$ cat config.mk
export PLATFORM = sky130hd
export DESIGN_NAME = axis_fringe_counter
export DESIGN_NICKNAME = d
export VERILOG_FILES = /design/src/rtl/fringe_pkg.sv /design/src/rtl/hysteresis_comparator.sv /design/src/rtl/axis_fringe_counter.sv
export SDC_FILE = /design/constraint.sdc
export NUM_CORES = 1
export LEC_CHECK = 0
export BUFFER_PORTS_ARGS = -buffer_cell sky130_fd_sc_hd__buf_2
export CELL_PAD_IN_SITES_DETAIL_PLACEMENT = 0
export CELL_PAD_IN_SITES_GLOBAL_PLACEMENT = 2
export CORE_MARGIN = 8
export CORE_UTILIZATION = 35
export CTS_CLUSTER_SIZE = 24
export DETAILED_ROUTE_END_ITERATION = 16
export PLACE_DENSITY = 0.91
export SLEW_MARGIN = 20
export SYNTH_ARGS = -nofsm -noshare
export SYNTH_HDL_FRONTEND = slang
export SYNTH_SLANG_ARGS = --single-unit
$ cat constraint.sdc
create_clock -name aclk -period 21.9 [get_ports aclk]
set_input_delay 4.38 -clock aclk [delete_from_list [all_inputs] [get_ports aclk]]
set_output_delay 4.38 -clock aclk [all_outputs]
set_load 0.005 [all_outputs]
$ cat src/rtl/fringe_pkg.sv
`default_nettype none
// +----------------------------------------------------------------------+
// | fringe_pkg: quadrature state codes, step encoding and decode helper   |
// | Rev 1.0                                                               |
// +----------------------------------------------------------------------+
package fringe_pkg;

  localparam logic [1:0] Q00 = 2'b00;
  localparam logic [1:0] Q01 = 2'b01;
  localparam logic [1:0] Q11 = 2'b11;
  localparam logic [1:0] Q10 = 2'b10;

  localparam int ERR_WIDTH = 16;

  typedef enum logic [1:0] {
    DELTA_NONE    = 2'd0,
    DELTA_INC     = 2'd1,
    DELTA_DEC     = 2'd2,
    DELTA_ILLEGAL = 2'd3
  } delta_e;

  function automatic logic [1:0] fwd_next(input logic [1:0] q);
    case (q)
      Q00:     return Q01;
      Q01:     return Q11;
      Q11:     return Q10;
      default: return Q00;
    endcase
  endfunction

  // Any change of both bits at once has no defined direction.
  function automatic delta_e quad_delta(input logic [1:0] prev, input logic [1:0] curr);
    if (prev == curr)             return DELTA_NONE;
    if ((prev ^ curr) == 2'b11)   return DELTA_ILLEGAL;
    if (fwd_next(prev) == curr)   return DELTA_INC;
    return DELTA_DEC;
  endfunction

endpackage
`default_nettype wire

$ cat src/rtl/hysteresis_comparator.sv
`default_nettype none
// +----------------------------------------------------------------------+
// | hysteresis_comparator: Schmitt binariser for one signed channel       |
// | Rev 1.0                                                               |
// +----------------------------------------------------------------------+
module hysteresis_comparator #(
  parameter int WIDTH = 16
) (
  input  logic                    aclk,
  input  logic                    aresetn,
  input  logic signed [WIDTH-1:0] sample,
  input  logic signed [WIDTH-1:0] lower,
  input  logic signed [WIDTH-1:0] upper,
  input  logic                    enable,
  output logic                    bit_next,
  output logic                    bit_q
);

  logic bit_d;

  // Set is tested first so inverted thresholds still resolve deterministically.
  always_comb begin
    bit_d = bit_q;
    if (enable) begin
      if (sample > upper) begin
        bit_d = 1'b1;
      end else if (sample < lower) begin
        bit_d = 1'b0;
      end
    end
  end

  assign bit_next = bit_d;

  always_ff @(posedge aclk) begin
    if (!aresetn) begin
      bit_q <= 1'b0;
    end else begin
      bit_q <= bit_d;
    end
  end

endmodule
`default_nettype wire

$ cat src/rtl/axis_fringe_counter.sv
`default_nettype none
// +----------------------------------------------------------------------+
// | axis_fringe_counter: hysteresis + quadrature decode -> AXIS position  |
// | Rev 1.0                                                               |
// +----------------------------------------------------------------------+
module axis_fringe_counter
  import fringe_pkg::*;
#(
  parameter int AXIS_TDATA_WIDTH = 32,
  parameter int COUNT_WIDTH      = 32
) (
  input  logic                                 aclk,
  input  logic                                 aresetn,
  input  logic signed [AXIS_TDATA_WIDTH/2-1:0] lower_threshold,
  input  logic signed [AXIS_TDATA_WIDTH/2-1:0] upper_threshold,
  input  logic                                 clear,
  output logic [ERR_WIDTH-1:0]                 error_count,
  input  logic                                 S_AXIS_tvalid,
  input  logic [AXIS_TDATA_WIDTH-1:0]          S_AXIS_tdata,
  output logic                                 S_AXIS_tready,
  output logic                                 M_AXIS_tvalid,
  output logic [COUNT_WIDTH-1:0]               M_AXIS_tdata,
  input  logic                                 M_AXIS_tready
);

  localparam int HALF = AXIS_TDATA_WIDTH / 2;
  localparam logic [COUNT_WIDTH-1:0] COUNT_ONE = {{(COUNT_WIDTH-1){1'b0}}, 1'b1};
  localparam logic [ERR_WIDTH-1:0]   ERR_ONE   = {{(ERR_WIDTH-1){1'b0}}, 1'b1};
  localparam logic [ERR_WIDTH-1:0]   ERR_MAX   = '1;

  logic                   accept;
  logic                   bit_a_next, bit_a_q;
  logic                   bit_b_next, bit_b_q;
  delta_e                 delta;
  logic [COUNT_WIDTH-1:0] position_d, position_q;
  logic [COUNT_WIDTH-1:0] tdata_d, tdata_q;
  logic [ERR_WIDTH-1:0]   err_d, err_q;
  logic                   tvalid_d, tvalid_q;

  assign S_AXIS_tready = aresetn & (~tvalid_q | M_AXIS_tready);
  assign accept        = S_AXIS_tvalid & S_AXIS_tready;

  hysteresis_comparator #(.WIDTH(HALF)) u_hyst_a (
    .aclk     (aclk),
    .aresetn  (aresetn),
    .sample   (S_AXIS_tdata[HALF-1:0]),
    .lower    (lower_threshold),
    .upper    (upper_threshold),
    .enable   (accept),
    .bit_next (bit_a_next),
    .bit_q    (bit_a_q)
  );

  hysteresis_comparator #(.WIDTH(HALF)) u_hyst_b (
    .aclk     (aclk),
    .aresetn  (aresetn),
    .sample   (S_AXIS_tdata[2*HALF-1:HALF]),
    .lower    (lower_threshold),
    .upper    (upper_threshold),
    .enable   (accept),
    .bit_next (bit_b_next),
    .bit_q    (bit_b_q)
  );

  // The registered bits only move on an accept, so they are the previous accepted state.
  assign delta = quad_delta({bit_a_q, bit_b_q}, {bit_a_next, bit_b_next});

  always_comb begin
    position_d = position_q;
    err_d      = err_q;
    tvalid_d   = tvalid_q;
    tdata_d    = tdata_q;

    if (clear) begin
      position_d = '0;
      err_d      = '0;
    end else if (accept) begin
      case (delta)
        DELTA_INC:     position_d = position_q + COUNT_ONE;
        DELTA_DEC:     position_d = position_q - COUNT_ONE;
        DELTA_ILLEGAL: if (err_q != ERR_MAX) err_d = err_q + ERR_ONE;
        default:       position_d = position_q;
      endcase
    end

    if (accept) begin
      tvalid_d = 1'b1;
      tdata_d  = position_d;
    end else if (M_AXIS_tready) begin
      tvalid_d = 1'b0;
    end
  end

  always_ff @(posedge aclk) begin
    if (!aresetn) begin
      position_q <= '0;
      err_q      <= '0;
      tvalid_q   <= 1'b0;
      tdata_q    <= '0;
    end else begin
      position_q <= position_d;
      err_q      <= err_d;
      tvalid_q   <= tvalid_d;
      tdata_q    <= tdata_d;
    end
  end

  assign M_AXIS_tvalid = tvalid_q;
  assign M_AXIS_tdata  = tdata_q;
  assign error_count   = err_q;

endmodule
`default_nettype wire

==> results.toml <==
[status]
status = "complete, no violations"

[final_layout]
synthToLayoutAreaGrowth_pct = 18.9
stdcell_area_mm2 = 0.00720
final_util_pct = 42.1
n_antenna_cell = 0
drive_above_1_share_pct = 16.9
num-nets-final = 1025

[timing]
clock_skew_ps = 5.77
hold_viol = 0
setup_tns_ps = 0
relSlewSlack_pct = 37.6
finalSetupViolCount = 0
slew_viol_final = 0
setup_slack_ps = 11620
rsz0062_at_grt = "false"
worst_pin_slew_ps = 936
fmax_ghz = 0.0973
fin_crit_sh_pct = 46.9
finalCriticalPeriod_ps = 10280

[die]
pin_count = 119
die_y_um = 148
start_util_pct = 35.4
die_x_um = 148
rows = 48
dieArea_mm2 = 0.0218
core_region_area_mm2 = 0.0171

[logic_synthesis]
ys_seq_area_share_pct = 27.4
ys_async_sr_fraction_pct = 0
synth_top_area_share_pct = 27.4
synth_enable_flop_cells = 0
syn_inst = 752
ys.flop_type = "dfxtp_1"
synth_area_mm2 = 0.00606
yosysUniqueCellTypes = 55
synth_area_leaders = "dfxtp_1 (27%), ha_1 (20%), a21oi_1 (6.3%)"
yosys_warnings = 0
yosysTopAreaCell = "dfxtp_1"
synth_commonest_cells = "ha_1 (95), dfxtp_1 (83), a21oi_1 (76)"
synth_most_common_cell = "ha_1"
ys_ff_latch = 83
synth_nets = 917
avgSynthCellArea_um2 = 8.06

[route]
drtIter0Drc = 164
num_vias = 5536
drcViolationCount = 0
detail_route.vias_per_cell = 5.08
wl_um = 16600
final_antenna_net_count = 0
wl_per_cell_um = 15.2
dr.pass1.iters = 4

[worst_setup_path]
worstSetupEndpointType = "flop"
cpMaxStageDelayCell = "or4_1"
cp_slowest_stage_delay_ps = 430
crit_path_max_fanout = 17
reg2reg_slack_ps = 15830
required_ps = 22190
startpoint_type = "input port"
r2r_cells = 25
r2r_end = "position_q[31]$_SDFF_PN0_"
crit_type = "input port to flop"
timing.critical_path.buf_inv = 5
r2r-start = "M_AXIS_tvalid$_SDFFE_PN0P_"
critical_path_arrival_ps = 10570
crit_family = "compound AO/OA/AOI/OAI gates"

[place]
globalplace.congestion = 0.849
dpl.hpwl_um = 13100
placed_area_mm2 = 0.00687
io_buffers = 118
dp_slack_ps = 11330

[clock_tree]
cts_sinks = 83
numCtsBuffers = 9
cts-resized-gates = 0
clock_latency_ps = 340
post_cts_buffers = 0
cts_tree = "yes"
root_buffer = "clkbuf_16"
htreeDepth = 3
cts_hold_buf = 0
cts.reportedPaths.clkPinSlew_ps = 60
clock_path_buffers = 2

[hold_path]
min_from = "M_AXIS_tdata[26]$_SDFFE_PN0P_"
hold_path_class = "flop to flop"
whs_path_depth = 2
min_to = "M_AXIS_tdata[26]$_SDFFE_PN0P_"

[power_and_ir_drop]
p_per_area_mw_per_mm2 = 63.1
leakagePower_nw = 3.40
vdd_ir_drop_max_mv = 0.0398

[global_routing]
grtUsageTotal_pct = 15.6
grt_start_max_net_pins = 35
antenna_found_initial = 0
grt_pass1_wl_um = 27800
grt_overflow = 0
grt_pass1_vias = 5596

[job]
cap_violations = 0
## kinds of logic after synthesis
family                   Yosys count  synth area share, %
XOR/XNOR                          39                 5.64
AO/OA/AOI/OAI                    207                 21.5
flip-flops                        83                 27.4
multiplexers                      14                 2.33
buffers and inverters             73                 4.52
AND/OR/NAND/NOR                  240                 18.6
adder cells (fa/ha/maj)           96                 20.0
## metal layers
| layer | track usage (%) | part of all wire (%) |
|---|---|---|
| met4 | 3.82 | 0.80 |
| met3 | 3.21 | 4.0 |
| met1 | 18.6 | 46 |
| met2 | 28.0 | 49 |
| met5 | 0 | 0 |
## worst min-delay path, delay by kind of cell, from the launching register on
family / cells / cell delay [ps]
flip-flops: 1 / 320
AO/OA/AOI/OAI: 1 / 50
AND/OR/NAND/NOR: 1 / 40
## through the flow
step           cells  hold slack [ps]  total power [mW]
2_1_floorplan    752              449             0.250
3_3_place_gp    1074              437             0.284
3_5_place_dp    1074              441             0.283
4_1_cts         1090              454             0.461
5_1_grt         1090              491             0.483
6_report        1090              450             0.455
## worst max-delay path by stage
stage                        startpoint                             to  cells after the start
global route        upper_threshold[11]      position_q[31]$_SDFF_PN0_                     28
CTS                 upper_threshold[11]      position_q[31]$_SDFF_PN0_                     28
floorplan           upper_threshold[11]  M_AXIS_tdata[31]$_SDFFE_PN0P_                     26
finish              upper_threshold[11]      position_q[31]$_SDFF_PN0_                     28
detailed placement  upper_threshold[11]      position_q[31]$_SDFF_PN0_                     28
global placement    upper_threshold[11]  M_AXIS_tdata[31]$_SDFFE_PN0P_                     28
## sequential cells by signal (all words and copies together) (netlist names)
register        count
error_count        16
u_hyst_b.bit_q      1
position_q         32
u_hyst_a.bit_q      1
M_AXIS_tvalid       1
M_AXIS_tdata       32
## area by class of cell
| cell class | instances | area [um^2] |
|---|---|---|
| clock buffers | 12 | 236 |
| clock inverters | 4 | 98.8 |
| fillers | 1837 | 9910 |
| inverters | 48 | 180 |
| multi-input cells | 596 | 4130 |
| flip-flops and latches | 83 | 1660 |
| well taps | 225 | 282 |
| repair buffers | 122 | 621 |
## where the power goes
part | internal, mW | switching, mW | total [mW]
registers | 0.154 | 0.00198 | 0.156
clock network | 0.112 | 0.0628 | 0.175
logic | 0.0499 | 0.0743 | 0.124
## cell usage in the layout (no fill, tap or decap), drive strengths merged, types with 6 or more instances in the layout
cell,count
a211oi,6
a21o,20
a21oi,76
and2,6
and3,6
buf,122
clkbuf,12
dfxtp,83
ha,95
inv,48
mux2i,13
nand2,62
nand2b,7
nand3,34
nand4,13
nor2,67
nor2b,6
nor3,18
o21a,11
o21ai,45
o31ai,15
or3,7
xnor2,20
xor2,19
Note: power is estimated with default switching activity, not from simulation.
